<file path="config.mk">
export PLATFORM = sky130hd
export DESIGN_NAME = spi_master
export DESIGN_NICKNAME = d
export VERILOG_FILES = /design/src/rtl/spi_master.sv
export SDC_FILE = /design/constraint.sdc
export NUM_CORES = 1
export LEC_CHECK = 0
export ABC_AREA = 1
export CAP_MARGIN = 5
export CORE_ASPECT_RATIO = 0.6
export CORE_MARGIN = 2
export CORE_UTILIZATION = 38
export CTS_CLUSTER_DIAMETER = 60
export DETAILED_ROUTE_END_ITERATION = 8
export PLACE_DENSITY_LB_ADDON = 0.08
export SYNTH_ARGS = -nofsm -noshare
export SYNTH_HDL_FRONTEND = slang
export SYNTH_SLANG_ARGS = --single-unit
</file>
<file path="constraint.sdc">
create_clock -name clk -period 1.7 [get_ports clk]
set_input_delay 0.51 -clock clk [delete_from_list [all_inputs] [get_ports clk]]
set_output_delay 0.51 -clock clk [all_outputs]
set_load 0.02 [all_outputs]
</file>
<file path="src/rtl/spi_master.sv">
// spi_master: single-byte SPI mode-0 master (sclk idle low, sample on rise,
// shift on fall). sclk half-period is CLK_DIV clk cycles.
// Optional build macro SPI_MASTER_LSB_FIRST_EN selects LSB-first bit order;
// the default build is MSB-first.
// Transfer timeline, counted from the acceptance cycle (cycle 0):
//   SETUP  cycles 1 .. D           cs_n low, sclk low, first bit on mosi
//   XFER   cycles D+1 .. 17D       16 sclk edges, one every D cycles
//   HOLD   cycles 17D+1 .. 18D     sclk low, cs_n still low
//   done   cycle 18D+1             back in IDLE, done pulse, rx_data valid
module spi_master #(
  parameter int CLK_DIV = 4
) (
  input  logic       clk,
  input  logic       rst,
  input  logic       start,
  input  logic [7:0] tx_data,
  output logic       busy,
  output logic       done,
  output logic [7:0] rx_data,
  output logic       sclk,
  output logic       cs_n,
  output logic       mosi,
  input  logic       miso
);

  typedef enum logic [1:0] {IDLE, SETUP, XFER, HOLD} state_t;

  // Last value of the half-period counter before an sclk edge is due.
  localparam logic [7:0] DIV_LAST = 8'(CLK_DIV - 1);

  state_t     r_state;
  logic [7:0] r_div_cnt;
  logic [3:0] r_edge_cnt;
  logic [7:0] r_tx_shift;
  logic [7:0] r_rx_shift;
  logic [7:0] r_rx_data;
  logic       r_sclk;
  logic       r_cs_n;
  logic       r_mosi;
  logic       r_busy;
  logic       r_done;

  // Bit-order dependent views of the shift registers.
  logic       w_first_bit;
  logic [7:0] w_tx_load;
  logic       w_tx_bit;
  logic [7:0] w_tx_next;
  logic [7:0] w_rx_next;
  logic       w_div_end;

`ifdef SPI_MASTER_LSB_FIRST_EN
  assign w_first_bit = tx_data[0];
  assign w_tx_load   = {1'b0, tx_data[7:1]};
  assign w_tx_bit    = r_tx_shift[0];
  assign w_tx_next   = {1'b0, r_tx_shift[7:1]};
  assign w_rx_next   = {miso, r_rx_shift[7:1]};
`else
  assign w_first_bit = tx_data[7];
  assign w_tx_load   = {tx_data[6:0], 1'b0};
  assign w_tx_bit    = r_tx_shift[7];
  assign w_tx_next   = {r_tx_shift[6:0], 1'b0};
  assign w_rx_next   = {r_rx_shift[6:0], miso};
`endif

  assign w_div_end = (r_div_cnt == DIV_LAST);

  // Transfer sequencer: state, counters, shift registers and all outputs.
  // NOTE: every register here is assigned with <= so all of them update from
  // the same pre-edge values; blocking assignments would make order matter.
  always_ff @(posedge clk) begin
    if (rst) begin
      r_state    <= IDLE;
      r_div_cnt  <= 8'd0;
      r_edge_cnt <= 4'd0;
      r_tx_shift <= 8'h00;
      r_rx_shift <= 8'h00;
      r_rx_data  <= 8'h00;
      r_sclk     <= 1'b0;
      r_cs_n     <= 1'b1;
      r_mosi     <= 1'b0;
      r_busy     <= 1'b0;
      r_done     <= 1'b0;
    end else begin
      r_done <= 1'b0;
      case (r_state)
        IDLE: begin
          // busy is always low here, so start alone means acceptance.
          if (start) begin
            r_state    <= SETUP;
            r_busy     <= 1'b1;
            r_cs_n     <= 1'b0;
            r_mosi     <= w_first_bit;
            r_tx_shift <= w_tx_load;
            r_rx_shift <= 8'h00;
            r_div_cnt  <= 8'd0;
            r_edge_cnt <= 4'd0;
          end
        end
        SETUP: begin
          if (w_div_end) begin
            // First rising edge: capture the first miso bit.
            r_div_cnt  <= 8'd0;
            r_sclk     <= 1'b1;
            r_rx_shift <= w_rx_next;
            r_edge_cnt <= 4'd0;
            r_state    <= XFER;
          end else begin
            r_div_cnt <= r_div_cnt + 8'd1;
          end
        end
        XFER: begin
          if (w_div_end) begin
            r_div_cnt <= 8'd0;
            // Edge count 15 means edges 2..16 are done and the low half
            // period after the last falling edge has elapsed.
            if (r_edge_cnt == 4'd15) begin
              r_state <= HOLD;
            end else begin
              r_edge_cnt <= r_edge_cnt + 4'd1;
              r_sclk     <= ~r_sclk;
              if (r_sclk) begin
                // Falling edge: present the next bit (zero after the last).
                r_mosi     <= w_tx_bit;
                r_tx_shift <= w_tx_next;
              end else begin
                r_rx_shift <= w_rx_next;
              end
            end
          end else begin
            r_div_cnt <= r_div_cnt + 8'd1;
          end
        end
        HOLD: begin
          if (w_div_end) begin
            r_div_cnt <= 8'd0;
            r_state   <= IDLE;
            r_cs_n    <= 1'b1;
            r_busy    <= 1'b0;
            r_done    <= 1'b1;
            r_mosi    <= 1'b0;
            r_rx_data <= r_rx_shift;
          end else begin
            r_div_cnt <= r_div_cnt + 8'd1;
          end
        end
        default: r_state <= IDLE;
      endcase
    end
  end

  assign busy    = r_busy;
  assign done    = r_done;
  assign rx_data = r_rx_data;
  assign sclk    = r_sclk;
  assign cs_n    = r_cs_n;
  assign mosi    = r_mosi;

endmodule
</file>
==> results.sh <==
export IMPL_status="complete, no violations"
export IMPL_setup_viol=0
export IMPL_drive_above_1_share_pct=17.6
export IMPL_r2r_end="r_edge_cnt[2]"
export IMPL_cts_buffer_depth=2
export IMPL_cp_startpoint="r_state[0]"
export IMPL_powerDensity_mw_per_mm2=1780
export IMPL_p_clk_share_pct=17.1
export IMPL_dp_cells=398
export IMPL_synth_area_top_cells="dfxtp_1 40%, nand2_1 13%, nor2_1 9.9%"
export IMPL_die_h_um=61.5
export IMPL_synth_seq_cells=42
export IMPL_setup_slack_ns=0.109
export IMPL_path_class="reg -> reg"
export IMPL_drt_iter0_drc=77
export IMPL_rsz0062_at_grt="false"
export IMPL_nets=359
export IMPL_std_cell_rows=20
export IMPL_end_kind="flip-flop"
export IMPL_fmax_mhz=628
export IMPL_area_growth_pct=28.4
export IMPL_pre_cts_ws_ns=-0.178
export IMPL_seq_area_frac_synth_pct=40.2
export IMPL_htreeDepth=2
export IMPL_grt_start_max_net_pins=33
export IMPL_initial_core_util_pct=40.4
export IMPL_reg2reg_depth=7
export IMPL_drt_pass1_iter_count=4
export IMPL_final_cells=406
export IMPL_antenna_cells=0
export IMPL_vdd_drop_max_uv=548
export IMPL_maxSlewHeadroom_pct=66.1
export IMPL_die_area_mm2=0.00613
export IMPL_cap_violations=0
export IMPL_antenna_found_initial=0
export IMPL_start_kind="flip-flop"
export IMPL_vias=1941
export IMPL_hold_viol_final=0
export IMPL_grt_pass1_vias=1631
export IMPL_cts_hold_buffers=0
export IMPL_grtUsageTotal_pct=17.1
export IMPL_wl_per_cell_um=12.4
export IMPL_final_cell_area_mm2=0.00268
export IMPL_fillers=524
export IMPL_avgSynthCellArea_um2=7.04
export IMPL_path_clk_slew_ns=0.09
export IMPL_wl_um=5050
export IMPL_clk_latency_ns=0.30
export IMPL_timing_rr_start="r_state[0]"
export IMPL_syn_area_mm2=0.00209
export IMPL_clock_skew_ns=0.00977
export IMPL_hp_class="reg -> reg"
export IMPL_crit_path_end="r_edge_cnt[2]"
export IMPL_p_int_mw=2.79
export IMPL_cts_tree="done"
export IMPL_post_route_drc_count=0
export IMPL_dp_hpwl_um=3670
export IMPL_cts_sinks=42
export IMPL_r2r_slack_ns=0.11
export IMPL_pwr_share_seq_pct=29.7
export IMPL_vias_per_cell=4.78
export IMPL_yosysTopAreaCell="dfxtp_1"
export IMPL_pin_count=25
export IMPL_period_share_pct=93.6
export IMPL_synthCells=297
export IMPL_worst_pin_slew_ns=0.503
export IMPL_place_area_mm2=0.00254
export IMPL_power_frac_comb_pct=53.2
export IMPL_final_util_pct=51.8
export IMPL_io_buffers=24
export IMPL_place_congestion=0.821
export IMPL_fp_dieW_um=99.8
export IMPL_core_mm2=0.00518
export IMPL_arrival_ns=1.83
export IMPL_grt_ovfl_total=0
export IMPL_hold_ws_ns=0.466
export IMPL_postSynthNetCount=316
export IMPL_grt_pass1_wl_um=8030
export IMPL_synth_cell_types=31
export IMPL_numCtsBuffers=5
export IMPL_drv_slew=0
export IMPL_synth_warnings=0
export IMPL_p_sw_mw=2.00
export IMPL_ant_nets=0
export IMPL_synth_top_area_share_pct=40.2
export IMPL_crit_fanout=5
export IMPL_leakagePower_nw=1.22
export IMPL_min_period_ns=1.59
export IMPL_switching_share_pct=41.7
export IMPL_cts_root_buffer="clkbuf_8"
export IMPL_required_ns=1.94
==> cells in the final DEF (no fill, tap or decap), drive strengths merged <==
cell type	count
nand4	1
o211ai	1
nor2	60
ha	7
inv	22
and3	2
clkinv	1
a22oi	1
or2	1
xor2	3
dfxtp	42
clkdlybuf4s50	11
o21ai	21
nand3	23
a21oi	23
buf	21
bufinv	1
a211oi	1
nand2	75
nor3	1
o21bai	1
clkbuf	6
dlygate4sd2	13
o22ai	2
==> routing by layer <==
layer | GRT usage (%) | wire length, µm
met1 | 27.1 | 2990
met4 | 4.70 | 43
met3 | 4.20 | 241
met5 | 0 | 0
met2 | 22.2 | 1770
==> power groups by stage <==
stage          combinational, mW  clock (mW)  sequential, mW
2_1_floorplan               1.62           0            1.44
3_3_place_gp                2.43           0            1.44
3_5_place_dp                2.43           0            1.44
4_1_cts                     2.43       0.826            1.42
5_1_grt                     2.83       0.873            1.45
6_report                    2.54       0.819            1.42
==> timing repair <==
| item | in CTS | in global routing |
|---|---|---|
| pin swaps | 0 | 2 |
| setup endpoints to repair | 20 | 23 |
| resized for setup | 15 | 13 |
| buffers inserted | 0 | 1 |
==> per-stage QoR <==
stage                     TNS [ns]  total power, mW
after floorplan                  0             3.06
after global placement       -2.73             3.87
after detailed placement     -3.25             3.87
after CTS                        0             4.68
after global routing             0             5.16
final                            0             4.78
==> layout make-up <==
type / instances / area, µm² / share of cell area, %
Tap cell: 66 / 82.6 / 3.08
Multi-Input combinational cell: 223 / 1140 / 42.5
Clock buffer: 6 / 82.6 / 3.08
Sequential cell: 42 / 841 / 31.3
Clock inverter: 1 / 30.0 / 1.12
Inverter: 23 / 88.8 / 3.31
Timing Repair Buffer: 45 / 419 / 15.6
==> cells by family after synthesis <==
kind of cell,after synthesis,synth area share [%]
AND/OR/NAND/NOR,163,33.8
XOR/XNOR,3,1.26
flip-flops,42,40.2
adder cells (fa/ha/maj),7,4.19
AO/OA/AOI/OAI,50,13.6
buffers and inverters,32,6.88
==> registers in the layout, summed over array words and instances, names as in the netlist <==
name	flops
r_rx_shift	8
sclk	1
busy	1
rx_data	8
cs_n	1
done	1
r_tx_shift	7
r_edge_cnt	4
r_div_cnt	8
r_state	2
mosi	1
==> critical path: stages, from the launching register on <==
cell	delay [ns]
dfxtp_1	0.35
inv_2	0.07
ha_2	0.23
or2_2	0.33
buf_4	0.14
a21oi_1	0.18
nand3_1	0.11
a21oi_1	0.12
==> how the worst min path moves through the flow <==
stage	to	start	slack, ns	depth (start not counted)
4_1_cts	r_tx_shift[1]	r_tx_shift[1]	0.47	2
6_report	r_tx_shift[1]	r_tx_shift[1]	0.47	2
3_5_place_dp	r_tx_shift[1]	r_tx_shift[1]	0.45	2
2_1_floorplan	r_tx_shift[1]	r_tx_shift[1]	0.44	2
5_1_grt	r_tx_shift[1]	r_tx_shift[1]	0.49	2
3_3_place_gp	r_tx_shift[1]	r_tx_shift[1]	0.45	2
==> cells in the mapped netlist <==
| cell | n |
|---|---|
| clkinv_1 | 1 |
| nand3_2 | 1 |
| inv_1 | 15 |
| ha_1 | 7 |
| nand2_2 | 1 |
| nand4_1 | 1 |
| inv_2 | 7 |
| nor2_1 | 55 |
| xor2_1 | 3 |
| buf_1 | 2 |
| o21bai_1 | 1 |
| o21ai_0 | 21 |
| nand2_4 | 2 |
| o211ai_1 | 1 |
| a21oi_4 | 1 |
| and3_1 | 2 |
| o22ai_1 | 2 |
| buf_6 | 3 |
| buf_2 | 1 |
| a22oi_1 | 1 |
| a21oi_1 | 19 |
| nor2_2 | 1 |
| nor2_4 | 4 |
| clkbuf_1 | 3 |
| a211oi_1 | 1 |
| a21oi_2 | 3 |
| nor3_1 | 1 |
| or2_2 | 1 |
| nand2_1 | 72 |
| dfxtp_1 | 42 |
| nand3_1 | 22 |
Note: power is estimated with default switching activity, not from simulation.
